==> src/rtl/logic_unit_arbiter.sv <==
// logic_unit_arbiter
// Round-robin arbiter sharing one 16-bit bitwise logic unit (NOT/AND/OR/XOR)
// between NUM_REQ requesters. It accepts one operation per cycle and holds
// the result in a single output register with backpressure. The result is
// tagged with the owning requester. A drain counter is kept for debug.
//
// Ports:
//   clk, reset         rising-edge clock, async active-high reset
//   req_valid/ready    per-requester handshake (ready is combinational, one-hot or zero)
//   req_op/a/b         packed per-requester opcode and operands
//   resp_valid/ready   output register handshake
//   resp_data/resp_id  registered result and owning requester index
//   ops_done           count of drained results, wraps at 16 bits
module logic_unit_arbiter #(
  parameter int unsigned NUM_REQ = 4,
  parameter int unsigned ID_W    = 2,
  parameter int unsigned DATA_W  = 16
) (
  input  logic                      clk,
  input  logic                      reset,
  input  logic [NUM_REQ-1:0]        req_valid,
  output logic [NUM_REQ-1:0]        req_ready,
  input  logic [2*NUM_REQ-1:0]      req_op,
  input  logic [DATA_W*NUM_REQ-1:0] req_a,
  input  logic [DATA_W*NUM_REQ-1:0] req_b,
  output logic                      resp_valid,
  input  logic                      resp_ready,
  output logic [DATA_W-1:0]         resp_data,
  output logic [ID_W-1:0]           resp_id,
  output logic [15:0]               ops_done
);

  localparam int unsigned SW = ID_W + 1;

  localparam logic [0:0] ST_EMPTY = 1'b0;
  localparam logic [0:0] ST_FULL  = 1'b1;

  localparam logic [1:0] OP_NOT = 2'b00;
  localparam logic [1:0] OP_AND = 2'b01;
  localparam logic [1:0] OP_OR  = 2'b10;
  localparam logic [1:0] OP_XOR = 2'b11;

  logic [0:0]            state, state_next;
  logic [ID_W-1:0]       last_grant;
  logic [SW-1:0]         start;
  logic [2*NUM_REQ-1:0]  valid_dbl;
  logic [2*NUM_REQ-1:0]  valid_shift;
  logic [NUM_REQ-1:0]    valid_rot;
  int unsigned           rot_off;
  logic                  grant_any;
  logic [ID_W-1:0]       grant_idx;
  logic                  can_accept;
  logic                  accept;
  logic                  drain;
  logic [1:0]            sel_op;
  logic [DATA_W-1:0]     sel_a, sel_b;
  logic [DATA_W-1:0]     alu_res;

  assign resp_valid = state[0];
  assign can_accept = !resp_valid || resp_ready;
  assign drain      = resp_valid && resp_ready;
  assign accept     = |(req_valid & req_ready);

  // Search begins one past the last grant; rotate so that position is bit 0.
  always_comb begin
    start = {1'b0, last_grant} + SW'(1);
    if (start >= SW'(NUM_REQ)) start = '0;
  end

  assign valid_dbl   = {req_valid, req_valid};
  assign valid_shift = valid_dbl >> start;
  assign valid_rot   = valid_shift[NUM_REQ-1:0];

  // Priority encode the rotated vector; lowest offset wins.
  always_comb begin
    grant_any = 1'b0;
    rot_off   = 0;
    for (int j = NUM_REQ - 1; j >= 0; j--) begin
      if (valid_rot[j]) begin
        grant_any = 1'b1;
        rot_off   = 32'(j);
      end
    end
    grant_idx = ID_W'((32'(start) + rot_off) % NUM_REQ);
  end

  // One-hot ready to the winner, forced low while in reset.
  always_comb begin
    req_ready = '0;
    for (int i = 0; i < NUM_REQ; i++) begin
      req_ready[i] = !reset && can_accept && grant_any && (grant_idx == ID_W'(i));
    end
  end

  // Operand mux from the granted requester.
  always_comb begin
    sel_op = OP_NOT;
    sel_a  = '0;
    sel_b  = '0;
    for (int i = 0; i < NUM_REQ; i++) begin
      if (grant_idx == ID_W'(i)) begin
        sel_op = req_op[2*i +: 2];
        sel_a  = req_a[DATA_W*i +: DATA_W];
        sel_b  = req_b[DATA_W*i +: DATA_W];
      end
    end
  end

  // Shared bitwise logic unit.
  always_comb begin
    alu_res = '0;
    case (sel_op)
      OP_NOT:  alu_res = ~sel_a;
      OP_AND:  alu_res = sel_a & sel_b;
      OP_OR:   alu_res = sel_a | sel_b;
      OP_XOR:  alu_res = sel_a ^ sel_b;
      default: alu_res = '0;
    endcase
  end

  // Output register occupancy: EMPTY/FULL mirrors resp_valid.
  always_comb begin
    state_next = state;
    case (state)
      ST_EMPTY: if (accept) state_next = ST_FULL;
      ST_FULL:  if (drain && !accept) state_next = ST_EMPTY;
      default:  state_next = ST_EMPTY;
    endcase
  end

  always_ff @(posedge clk or posedge reset) begin
    if (reset) state <= ST_EMPTY;
    else       state <= state_next;
  end

  // Result register, owner tag and round-robin pointer load only on accept.
  always_ff @(posedge clk or posedge reset) begin
    if (reset) begin
      resp_data  <= '0;
      resp_id    <= '0;
      last_grant <= ID_W'(NUM_REQ - 1);
    end else if (accept) begin
      resp_data  <= alu_res;
      resp_id    <= grant_idx;
      last_grant <= grant_idx;
    end
  end

  // Drain counter, naturally wrapping.
  always_ff @(posedge clk or posedge reset) begin
    if (reset)      ops_done <= '0;
    else if (drain) ops_done <= ops_done + 16'd1;
  end

endmodule

==> config.mk <==
export PLATFORM = sky130hd
export DESIGN_NAME = logic_unit_arbiter
export DESIGN_NICKNAME = d
export VERILOG_FILES = /design/src/rtl/logic_unit_arbiter.sv
export SDC_FILE = /design/constraint.sdc
export NUM_CORES = 1
export LEC_CHECK = 0
export CAP_MARGIN = 20
export CORE_MARGIN = 1.5
export CORE_UTILIZATION = 38
export DETAILED_ROUTE_END_ITERATION = 7
export PLACE_DENSITY = 0.78
export SETUP_SLACK_MARGIN = 0.02
export SLEW_MARGIN = 10
export SYNTH_ARGS = -nofsm -noshare
export SYNTH_HDL_FRONTEND = slang
export SYNTH_SLANG_ARGS = --single-unit
==> constraint.sdc <==
create_clock -name clk -period 8.7 [get_ports clk]
set_input_delay 1.74 -clock clk [delete_from_list [all_inputs] [get_ports clk]]
set_output_delay 1.74 -clock clk [all_outputs]
set_load 0.05 [all_outputs]
==> impl_metrics.csv <==
group,metric,value,unit
run_status,outcome,"finished, final reports clean",
power,powerDensity,383.5,nW/um^2
power,p_seq_frac,0.129,
global_route,grt-ovfl-total,0,
clock_network,clk_pin_slew_worst_paths,0.08,ns
sta,hold_violations,0,
yosys,synth-seq-cells,37,
yosys,synth-seq-area-share,0.2434,
routing,routed_wl,13.06,mm
sta,drv_slew,0,
cells_and_area,mostFrequentLayoutCell,"clkdlybuf4s50_1",
critical_path,cp_max_fo,23,
sta,setup_viol,0,
clock_network,cts_tree,"done",
die,io-pin-count,182,
sta,fmax,0.1533,GHz
routing,drcViolationCount,0,
routing,drtAntennaViolNets,0,
min_path,hp-class,"flop to flop",
yosys,synth_nets,612,
clock_network,cts.sinks,37,
yosys,synth_top_cell_area_share,0.2297,
min_path,min-delay-start,"ops_done[15]",
sta,setup_tns,0,ns
yosys,yosys-top-cells-area,"dfrtp_1 (23%), ha_1 (11%), mux2i_1 (5.2%)",
routing,vias_per_cell,5.584,
cells_and_area,area_growth,52.56,%
die,die_area,10650,sq um
die,dieWidth,103.2,microns
die,chipHeight,103.2,microns
critical_path,crit_path_start_kind,"primary input",
yosys,ys_async_sr_fraction,1.000,
critical_path,cp_data_arrival_time,4.78,ns
yosys,syn-instance-count,435,
yosys,synth_ff_type,"dfrtp_1",
yosys,synth-edff-count,0,
sta,worst_slew_pin_slew,1.045,ns
clock_network,hold_buffers,0,
critical_path,crit_type,"primary input to output port",
power,p_leak,2.539,nW
cells_and_area,diodes,0,
clock_network,cts_setup_buffers,0,
yosys,yosysWarnings,0,
placed_design,io_buffers,181,
power,swShare,0.5205,
yosys,ys_types,50,
die,start_util,0.3902,
cells_and_area,drive_gt1_frac,0.08403,
global_route,grt_max_degree,38,
sta,max_slew_margin,0.3013,
power,switching_power,1.161,mW
power,combPwrFrac,0.789,
routing,wl_per_cell,17.94,microns
cells_and_area,num-nets-final,771,
global_route,antenna_found_initial,0,
cells_and_area,fin_area,5818,sq um
placed_design,dp_hpwl,9.708,mm
job,cap_violations,0,
critical_path,cp-end-kind,"output port",
critical_path,r2r_slack,4.56,ns
clock_network,clk_latency,0.30,ns
die,coreArea,9774,sq um
clock_network,root_buffer,"clkbuf_8",
die,num_rows,36,
clock_network,cts_max_path_buffers,2,
yosys,yosys.area.top_type,"dfrtp_1",
clock_network,cts-buffers-inserted,5,
routing,drtIter0Drc,165,
power,ir_worst_vdd,0.0001566,V
routing,vias,4065,
global_route,grt_pass1_vias,3946,
min_path,min_to,"ops_done[15]",
placed_design,detailed_place.area,5684,sq um
critical_path,regToRegEndpoint,"resp_data[8]",
critical_path,r2r-start,"last_grant[0]",
yosys,synth_area,3814,sq um
clock_network,htreeDepth,2,
routing,first_pass_iters,7,
cells_and_area,utilization,0.5952,
cells_and_area,final_cell_mix,"clkdlybuf4s50_1 (181), inv_1 (40), dfrtp_1 (35)",
sta,fin_crit_sh,0.7497,
min_path,hold_depth,1,
placed_design,gp_congestion,0.9080,
global_route,grt_use_total,0.2393,
yosys,syn_avg_cell_area,8.767,sq um
clock_network,cts-resized-gates,0,
power,p_int,1.070,mW
power,pwr-share-clk,0.081,
sta,clock_skew,0.003960,ns
global_route,grt_pass1_wl,19.84,mm
sta,fin_crit,6.523,ns
sta,rsz0062_at_grt,"false",
critical_path,crit_required,6.96,ns
critical_path,worstRegToRegCells,9,
-- power groups by stage --
| stage | registers (mW) | logic, mW | clock network (mW) |
|---|---|---|---|
| after floorplan | 0.467 | 1.13 | 0 |
| after global placement | 0.289 | 1.69 | 0 |
| after detailed placement | 0.289 | 1.76 | 0 |
| after CTS | 0.288 | 1.77 | 0.181 |
| after global routing | 0.296 | 1.93 | 0.189 |
| final | 0.289 | 1.76 | 0.181 |
-- per-layer routing --
| layer | routed length [microns] | up-vias | GRT usage | share of wire |
|---|---|---|---|---|
| met5 | 0 | - | 0 | 0 |
| met4 | 146 | 0 | 0.05613 | 0.011 |
| met3 | 1059 | 15 | 0.05981 | 0.081 |
| met2 | 6568 | 186 | 0.4352 | 0.50 |
| met1 | 5285 | 1947 | 0.2831 | 0.40 |
| li1 | - | 1917 | - | - |
-- state kept, by name (all words and copies together) (netlist names) --
register	flops
last_grant	2
resp_valid	1
ops_done	16
resp_id	2
resp_data	16
-- synth_stat cells, drive strengths merged (16+ instances only) --
| cell type | n |
|---|---|
| clkbuf | 19 |
| o211ai | 27 |
| ha | 34 |
| a22oi | 16 |
| nor2 | 26 |
| mux2i | 20 |
| nand2 | 26 |
| dfrtp | 35 |
| and3 | 16 |
| o21a | 17 |
| buf | 16 |
| inv | 41 |
-- stage by stage --
stage / cells / setup slack, ns / hold slack, ns / power, mW
after floorplan: 435 / 2.921 / 0.4959 / 1.596
after global placement: 720 / 2.324 / 0.4619 / 1.982
after CTS: 728 / 2.189 / 0.4888 / 2.238
after global routing: 728 / 1.998 / 0.5078 / 2.419
after detailed placement: 720 / 2.212 / 0.4750 / 2.046
final: 728 / 2.177 / 0.4861 / 2.231
-- cells by family (layout without fill, tap and decap cells) --
family | count (synthesis) | in the layout | share of synthesized area
AO/OA/AOI/OAI | 142 | 142 | 0.2989
AND/OR/NAND/NOR | 97 | 97 | 0.1247
flip-flops | 37 | 37 | 0.2434
buffers and inverters | 76 | 236 | 0.08530
multiplexers | 34 | 34 | 0.1017
XOR/XNOR | 15 | 15 | 0.03445
adder cells (fa/ha/maj) | 34 | 34 | 0.1115
-- how the worst max path moves through the flow --
stage                 startpoint      endpoint  slack, ns  depth (start not counted)
floorplan           req_valid[1]  req_ready[0]       2.92                          8
global placement    req_valid[2]  req_ready[2]       2.32                          6
detailed placement  req_valid[2]  req_ready[2]       2.21                          7
CTS                 req_valid[1]  req_ready[2]       2.19                          7
global route        req_valid[1]  req_ready[2]       2.00                          7
finish              req_valid[1]  req_ready[2]       2.18                          7
-- worst max-delay path, cell delays in order --
cell             delay, ns
clkdlybuf4s50_1       0.59
nand2b_1              0.27
a21oi_1               0.24
a211o_1               0.73
nand3_1               0.24
inv_1                 0.15
clkdlybuf4s50_1       0.81
-- final cells by class --
cell class / instances / area [sq um]
fill: 856 / 3956
clock inverter: 3 / 65.06
timing repair buffer: 187 / 1857
inverter: 41 / 153.9
multi-input combinational: 322 / 2579
clock buffer: 5 / 68.82
tap: 133 / 166.4
sequential: 37 / 928.4
(Power assumes the default switching activity.)
